File: src/rtl/nibble_add_sequencer.sv
// Two-requester adder controller that time-shares one 4-bit ripple slice,
// walking the operands LSB nibble first with a registered carry between steps.

module fulladder (
  input  logic [3:0] i_a,
  input  logic [3:0] i_b,
  input  logic       i_cin,
  output logic [3:0] o_sum,
  output logic       o_cout
);
  always_comb begin
    logic c;
    c     = i_cin;
    o_sum = '0;
    for (int unsigned i = 0; i < 4; i++) begin
      o_sum[i] = i_a[i] ^ i_b[i] ^ c;
      c        = (i_a[i] & i_b[i]) | (c & (i_a[i] ^ i_b[i]));
    end
    o_cout = c;
  end
endmodule

module nibble_add_sequencer #(
  parameter int WIDTH = 16
) (
  input  logic             clk,
  input  logic             rst_n,
  input  logic             req0_valid,
  output logic             req0_ready,
  input  logic [WIDTH-1:0] req0_a,
  input  logic [WIDTH-1:0] req0_b,
  input  logic             req0_cin,
  input  logic             req1_valid,
  output logic             req1_ready,
  input  logic [WIDTH-1:0] req1_a,
  input  logic [WIDTH-1:0] req1_b,
  input  logic             req1_cin,
  output logic             res_valid,
  input  logic             res_ready,
  output logic [WIDTH-1:0] res_sum,
  output logic             res_cout,
  output logic             res_ovf,
  output logic             res_id,
  output logic             busy
);
  localparam int NIB = WIDTH / 4;
  localparam int IW  = (NIB > 1) ? $clog2(NIB) : 1;

  typedef enum logic [1:0] {IDLE, RUN, DONE} state_t;

  state_t           r_state;
  logic [IW-1:0]    r_idx;
  logic             r_carry;
  logic             r_prio;
  logic [WIDTH-1:0] r_a;
  logic [WIDTH-1:0] r_b;
  logic [WIDTH-1:0] r_sum;
  logic             r_cout;
  logic             r_ovf;
  logic             r_id;
  logic             r_valid;
  logic             r_busy;

  logic             w_gnt0;
  logic             w_gnt1;
  logic             w_hs;
  logic             w_last;
  logic [3:0]       w_nib_a;
  logic [3:0]       w_nib_b;
  logic [3:0]       w_fa_sum;
  logic             w_fa_cout;

  // r_prio=1 means req1 wins a tie; it points away from the last grant.
  assign w_gnt0     = req0_valid & (~req1_valid | ~r_prio);
  assign w_gnt1     = req1_valid & (~req0_valid |  r_prio);
  assign req0_ready = (r_state == IDLE) & w_gnt0;
  assign req1_ready = (r_state == IDLE) & w_gnt1;
  assign w_hs       = req0_ready | req1_ready;

  assign w_last  = (r_idx == IW'(NIB - 1));
  assign w_nib_a = r_a[{r_idx, 2'b00} +: 4];
  assign w_nib_b = r_b[{r_idx, 2'b00} +: 4];

  fulladder u_slice (
    .i_a    (w_nib_a),
    .i_b    (w_nib_b),
    .i_cin  (r_carry),
    .o_sum  (w_fa_sum),
    .o_cout (w_fa_cout)
  );

  always_ff @(posedge clk or negedge rst_n) begin
    if (!rst_n) begin
      r_state <= IDLE;
      r_idx   <= '0;
      r_carry <= 1'b0;
      r_prio  <= 1'b0;
      r_a     <= '0;
      r_b     <= '0;
      r_sum   <= '0;
      r_cout  <= 1'b0;
      r_ovf   <= 1'b0;
      r_id    <= 1'b0;
      r_valid <= 1'b0;
      r_busy  <= 1'b0;
    end else begin
      case (r_state)
        IDLE: begin
          if (w_hs) begin
            r_a     <= w_gnt1 ? req1_a   : req0_a;
            r_b     <= w_gnt1 ? req1_b   : req0_b;
            r_carry <= w_gnt1 ? req1_cin : req0_cin;
            r_id    <= w_gnt1;
            r_prio  <= ~w_gnt1;
            r_idx   <= '0;
            r_busy  <= 1'b1;
            r_state <= RUN;
          end
        end
        RUN: begin
          r_sum[{r_idx, 2'b00} +: 4] <= w_fa_sum;
          r_carry                    <= w_fa_cout;
          if (w_last) begin
            r_cout  <= w_fa_cout;
            r_ovf   <= (r_a[WIDTH-1] ~^ r_b[WIDTH-1]) & (w_fa_sum[3] ^ r_a[WIDTH-1]);
            r_valid <= 1'b1;
            r_state <= DONE;
          end else begin
            r_idx <= r_idx + 1'b1;
          end
        end
        DONE: begin
          if (res_ready) begin
            r_valid <= 1'b0;
            r_busy  <= 1'b0;
            r_state <= IDLE;
          end
        end
        default: r_state <= IDLE;
      endcase
    end
  end

  assign res_valid = r_valid;
  assign res_sum   = r_sum;
  assign res_cout  = r_cout;
  assign res_ovf   = r_ovf;
  assign res_id    = r_id;
  assign busy      = r_busy;
endmodule

File: config.mk
export PLATFORM = sky130hd
export DESIGN_NAME = nibble_add_sequencer
export DESIGN_NICKNAME = d
export VERILOG_FILES = /design/src/rtl/nibble_add_sequencer.sv
export SDC_FILE = /design/constraint.sdc
export NUM_CORES = 1
export LEC_CHECK = 0
export ABC_AREA = 1
export BUFFER_PORTS_ARGS = -buffer_cell sky130_fd_sc_hd__buf_2
export CAP_MARGIN = 0
export CORE_MARGIN = 10
export CORE_UTILIZATION = 56
export DETAILED_ROUTE_END_ITERATION = 12
export GPL_ROUTABILITY_DRIVEN = 0
export GPL_TIMING_DRIVEN = 1
export PLACE_DENSITY = 0.94
export SLEW_MARGIN = 20
export SYNTH_ARGS = -nofsm -noshare
export SYNTH_HDL_FRONTEND = slang
export SYNTH_SLANG_ARGS = --single-unit
File: constraint.sdc
create_clock -name clk -period 6.5 [get_ports clk]
set_clock_uncertainty 0.15 [all_clocks]
set_input_delay 0.65 -clock clk [delete_from_list [all_inputs] [get_ports clk]]
set_output_delay 0.65 -clock clk [all_outputs]
set_load 0.1 [all_outputs]
==> results.toml, run 1 <==
[run_status]
status = "finished, final reports clean"

[sta]
setup_viol = 0
maxSlewHeadroom_pct = 31.1
fmax_mhz = 236
hold_viol = 0
tightest_slew_ns = 1.03
period_needed_ns = 4.24
tns_ns = 0
fin_ws_ns = 2.26
drv_slew = 0
period_share_pct = 65.3
grt_setup_unrepaired = "no"

[cells_and_area]
multi_input_area_mm2 = 0.00155
regArea_mm2 = 0.00148
n_antenna_cell = 0
drive_above_1_share_pct = 23.1
fin_nets = 595
fill_cells = 467
stdcell_area_mm2 = 0.00386
syn_to_final_growth_pct = 19.9

[yosys]
ys_seq_area_share_pct = 45.8
netlist.area_leader.share_pct = 45.8
synth_seq_cells = 59
ys_types = 25
yosys_warnings = 0
avgSynthCellArea_um2 = 7.49
synth_area_leaders = "dfrtp_1, nand2_1, nand3_1, o21ai_0, fa_1"
syn-cell-area_mm2 = 0.00322
netlist_instances = 430
synth_top_cell_by_area = "dfrtp_1"
synth_nets = 511

[cts]
ctsHoldBuffers = 0
post_cts_buffers = 0
cts_resized = 0
clkSlewWorstSetupHoldPaths_ns = 0.07
clock-root-buffer = "clkbuf_8"
ctsHtreeMaxLevel = 3
numCtsBuffers = 9
cts_tree = "yes"
clkSinkCount = 59
cts_buffer_depth = 2
insertion_delay_ns = 0.34

[route]
drc = 0
ant_nets = 0
vias = 3108
wl_per_cell_um = 14.1
dr.pass1.iters = 5
routed_via_density = 5.26
wirelength_um = 8330
drt_iter0_markers = 197

[power]
vdd_drop_max_mv = 0.345
cellPowerDensity_mw_per_mm2 = 558
leakage_nw = 2.19

[place]
dpl_cell_area_mm2 = 0.00366
pre_cts_slack_ns = 2.35
hpwl_um = 6260
port_buffers = 93

[critical_path]
cpPeakStageDelay_ns = 0.87
crit_cells = 9
critPathKind = "reg -> reg"
crit_path_end_kind = "register"
crit_slowest_cell = "dfrtp_1"
reg2regPathDepth = 9
crit_buf_inv = 1
cpMostUsedCell = "fa_1"
cp_cell_sequence = "inv_1 -> o21ai_0 -> o22ai_1 -> fa_1 -> fa_1 -> fa_1 -> fa_1 -> nand3_1 -> o31ai_1"
critPathMaxFanout = 27
arrival_ns = 4.34
crit_family = "adder cells"
startpoint_type = "register"
required_ns = 6.60

[floorplanning]
die-area_mm2 = 0.00919
initial_core_util_pct = 58.2
core_area_mm2 = 0.00554
die_h_um = 95.9
ioPinCount = 94
die_w_um = 95.9
row_count = 27

[grt]
grt_pass1_wl_um = 13800
grt_max_degree = 60
grt-ovfl-total = 0
grt_use_total_pct = 18.9
grt_pass1_vias = 3083
antenna_found_initial = 0

[min_path]
worstHoldPathType = "in -> async"

[job]
max-cap-violations = 0
per-stage QoR:
stage                     hold slack, ns  power (mW)  utilization, %  cells
after CTS                          0.315        2.16            69.7    591
after detailed placement           0.311        1.82            66.1    575
after global placement             0.305        1.77            66.1    575
final                              0.279        2.15            69.7    591
after global routing               0.328        2.32            69.7    591
after floorplan                    0.204        1.57               -    430
cells in the mapped netlist:
cell type  instances
nand2_2            3
fa_1               4
o22ai_1            8
nand4_1            6
inv_2              2
inv_1             15
buf_1              1
buf_6              3
nor3_1             1
nand3_2            2
o31ai_1            5
nor2_1            21
clkinv_1           1
buf_2              9
o21ai_1            7
dfrtp_1           59
nor3b_1            1
clkbuf_1           5
nor2_2             2
inv_4              1
nand3_1           45
buf_4              3
ha_1               6
o21ai_0           31
nand2_1          189
state kept, by name, summed over array words and instances (netlist names):
signal	flops
r_a	16
res_valid	1
r_b	16
r_state	2
r_idx	2
res_ovf	1
res_cout	1
r_prio	1
busy	1
r_carry	1
res_sum	16
res_id	1
metal layers:
metal / GRT usage [%] / vias up / routed length, um
li1: - / 1559 / -
met1: 22.1 / 1409 / 3430
met2: 31.1 / 114 / 4070
met3: 4.82 / 26 / 597
met4: 10.2 / 0 / 232
met5: 0 / - / 0
final timing paths:
kind,start,to,slack [ns]
min reg2reg,r_b[4]$_DFFE_PN0P_,r_b[4]$_DFFE_PN0P_,0.33
min in group clk,r_b[4]$_DFFE_PN0P_,r_b[4]$_DFFE_PN0P_,0.33
min,rst_n,res_sum[12]$_DFFE_PN0P_,0.28
max reg2reg,r_idx[0]$_DFFE_PN0P_,res_sum[7]$_DFFE_PN0P_,2.26
max,r_idx[0]$_DFFE_PN0P_,res_sum[7]$_DFFE_PN0P_,2.26
max in group asynchronous,rst_n,res_sum[14]$_DFFE_PN0P_,5.43
cell type report:
| type | instances | area share [%] |
|---|---|---|
| clock inverters | 6 | 1.68 |
| flip-flops and latches | 59 | 38.2 |
| well taps | 72 | 2.33 |
| repair buffers | 94 | 12.2 |
| inverters | 19 | 1.91 |
| multi-input cells | 331 | 40.1 |
| clock buffers | 10 | 3.56 |
layout by cell type, fill, tap and decap left out:
cell type   count
o21ai_1         7
clkbuf_8       10
inv_4           1
clkinv_1        1
nand2_2         3
o31ai_1         5
nor3_1          1
ha_1            6
nor2_2          2
nand3_1        45
nand2_1       189
o21ai_0        31
nor3b_1         1
nand3_2         2
inv_2           2
nand4_1         6
nor2_1         21
clkinv_2        1
dfrtp_1        59
buf_4           1
buf_2          93
o22ai_1         8
bufinv_16       1
fa_1            4
clkinvlp_4      4
inv_1          15
worst register-to-register path: stages (launching register included):
cell and delay (ns):
dfrtp_1 0.87, inv_1 0.49, o21ai_0 0.29, o22ai_1 0.12
fa_1 0.42, fa_1 0.42, fa_1 0.40, fa_1 0.59
nand3_1 0.12, o31ai_1 0.29
logic make-up after synthesis:
family                   after synthesis  synth area share [%]
flip-flops                            59                  45.8
AND/OR/NAND/NOR                      270                  34.6
adder cells (fa/ha/maj)               10                  4.82
AO/OA/AOI/OAI                         51                  8.62
buffers and inverters                 40                  6.14
report_power, final:
part           switching [mW]  total [mW]  internal, mW
logic                   0.876        1.18         0.300
clock network           0.146       0.332         0.186
registers               0.126       0.647         0.521
total                    1.15        2.15          1.01
No activity file was read; power rests on OpenSTA's default activity.
==> inputs of run 2 (changes only) <==
--- a/config.mk
+++ b/config.mk
@@ -5,15 +5,15 @@
 export SDC_FILE = /design/constraint.sdc
 export NUM_CORES = 1
 export LEC_CHECK = 0
-export ABC_AREA = 1
+export ABC_AREA = 0
 export BUFFER_PORTS_ARGS = -buffer_cell sky130_fd_sc_hd__buf_2
 export CAP_MARGIN = 0
 export CORE_MARGIN = 10
-export CORE_UTILIZATION = 56
+export CORE_UTILIZATION = 51
 export DETAILED_ROUTE_END_ITERATION = 12
 export GPL_ROUTABILITY_DRIVEN = 0
 export GPL_TIMING_DRIVEN = 1
-export PLACE_DENSITY = 0.94
+export PLACE_DENSITY = 0.89
 export SLEW_MARGIN = 20
 export SYNTH_ARGS = -nofsm -noshare
 export SYNTH_HDL_FRONTEND = slang
==> constraint.sdc (replaced) <==
create_clock -name clk -period 4.1 [get_ports clk]
set_clock_uncertainty 0.15 [all_clocks]
set_input_delay 0.41 -clock clk [delete_from_list [all_inputs] [get_ports clk]]
set_output_delay 0.41 -clock clk [all_outputs]
set_load 0.1 [all_outputs]
==> results.toml, run 2 <==
[critical_path]
critPathMaxFanout = 9
startpoint = "r_idx[0]$_DFFE_PN0P_"
startpoint_type = "register"
r2r_setup_slack_ns = 0.43
required_ns = 4.20
arrival_ns = 3.77
crit_path_end_kind = "register"
regToRegStartpoint = "r_idx[0]$_DFFE_PN0P_"
critPathKind = "reg -> reg"

[grt]
grt_pass1_vias = 2453
grt_use_total_pct = 16.2
antenna_found_initial = 0
grt-ovfl-total = 0
grt_max_degree = 60
grt_pass1_wl_um = 11400

[place]
dpl.cell_count = 420
hpwl_um = 5490
port_buffers = 93
dpl_cell_area_mm2 = 0.00348

[floorplanning]
die_w_um = 95.9
die-area_mm2 = 0.00920
ioPinCount = 94
initial_core_util_pct = 53.1
die_h_um = 95.9
core_area_mm2 = 0.00554
row_count = 27

[yosys]
synth_edf_count = 0
yosys-top-cells-count = "dfrtp_1, nand2_1, mux2i_1"
ys_seq_area_share_pct = 50.2
synth_seq_cells = 59
synth_ff_type = "dfrtp_1"
netlist.area_leader.share_pct = 50.2
ys_types = 32
synth_nets = 344
avgSynthCellArea_um2 = 11.2
synth_top_cell_by_area = "dfrtp_1"
synth_area_leaders = "dfrtp_1, mux2i_1, nand2_1, mux4_2, o21ai_1"
yosysMostFrequentCell = "dfrtp_1"
syn-cell-area_mm2 = 0.00294
netlist_instances = 263
yosys_warnings = 0
synth-async-reset-ratio_pct = 100

[sta]
tns_ns = 0
period_needed_ns = 3.67
fmax_mhz = 273
drv_slew = 0
period_share_pct = 89.4
grt_setup_unrepaired = "no"
maxSlewHeadroom_pct = 52.5
hold_viol = 0
tightest_slew_ns = 0.712
setup_viol = 0

[cts]
cts_resized = 0
cts_buffer_depth = 2
clkSlewWorstSetupHoldPaths_ns = 0.06
insertion_delay_ns = 0.35
post_cts_buffers = 0
cts_tree = "yes"
ctsHtreeMaxLevel = 3
ctsHoldBuffers = 0
clock-root-buffer = "clkbuf_8"
clkSinkCount = 59
numCtsBuffers = 9

[job]
max-cap-violations = 0

[cells_and_area]
final_common_cell = "buf_2"
syn_to_final_growth_pct = 25.3
drive_above_1_share_pct = 35.2
n_antenna_cell = 0
fin_nets = 440
instances_no_fill = 436
fill_cells = 417
final_cell_mix = "buf_2, dfrtp_1, nand2_1"
stdcell_area_mm2 = 0.00368
fin_util_pct = 66.5

[route]
ant_nets = 0
vias = 2271
drc = 0
routed_via_density = 5.21
wl_per_cell_um = 16.1
dr.pass1.iters = 4
drt_iter0_markers = 134
wirelength_um = 7040

[run_status]
status = "finished, final reports clean"

[power]
cellPowerDensity_mw_per_mm2 = 957
vdd_drop_max_mv = 0.696
leakage_nw = 1.92
total_power_mw = 3.53

[min_path]
worstHoldPathType = "in -> async"
## run 2: cell types whose count changed after synthesis, sizes merged, moves of 3 or more
cell / delta
inv: -11
mux4: +8
a22o: +4
nand4: -6
a21oi: +4
mux2i: +32
nor2: -19
buf: -6
clkbuf: -3
nand3: -47
o22ai: -7
nand2b: +5
nand2: -135
o31ai: +8
## run 2: final timing paths
path,depth (start not counted),endpoint
setup / recovery,7,res_sum[7]$_DFFE_PN0P_
hold / removal,2,res_sum[4]$_DFFE_PN0P_
setup reg to reg,7,res_sum[7]$_DFFE_PN0P_
hold reg to reg,2,res_sum[5]$_DFFE_PN0P_
max in group asynchronous,2,r_b[8]$_DFFE_PN0P_
min in group clk,2,r_state[1]$_DFFE_PN0P_
## run 2: power breakdown
group | internal [mW] | switching [mW] | leakage (nW)
Clock | 0.338 | 0.231 | 0.110
Sequential | 0.843 | 0.195 | 0.747
Combinational | 0.594 | 1.32 | 1.06
Total | 1.78 | 1.75 | 1.92
## run 2: per-stage QoR
step | setup slack, ns | hold WS [ns]
floorplan | 0.577 | -0.0356
global placement | 0.571 | 0.305
detailed placement | 0.412 | 0.312
CTS | 0.397 | 0.0834
global route | 0.244 | 0.0907
finish | 0.433 | 0.0569
## run 2: final cells by class
type | count | area [um2] | share of cell area [%]
flip-flops and latches | 59 | 1480 | 40.1
well taps | 72 | 90.1 | 2.44
multi-input cells | 185 | 1390 | 37.7
inverters | 7 | 26.3 | 0.713
repair buffers | 97 | 495 | 13.4
clock inverters | 6 | 80.1 | 2.17
clock buffers | 10 | 128 | 3.46
## run 2: kinds of logic (layout without fill, tap and decap cells)
logic type               count (synthesis)  count (layout)  synth area share, %
AND/OR/NAND/NOR                         72              72                 11.1
adder cells (fa/ha/maj)                 10              10                 5.28
buffers and inverters                   19             120                 3.19
flip-flops                              59              59                 50.2
multiplexers                            41              41                 17.4
AO/OA/AOI/OAI                           62              62                 12.9
## run 2: metal layers
metal | up-vias | track usage, % | share of wire [%]
met4 | 0 | 8.11 | 1.6
met2 | 86 | 26.2 | 50
met1 | 1048 | 19.6 | 41
li1 | 1126 | - | -
met5 | - | 0 | 0
met3 | 11 | 4.28 | 7.5
## run 2: worst max-delay path, cell delays in order, from the launching register on
cell,delay (ns)
dfrtp_1,0.66
mux4_2,0.59
fa_1,0.44
fa_1,0.41
fa_1,0.41
fa_1,0.56
nand2b_1,0.11
o31ai_1,0.25
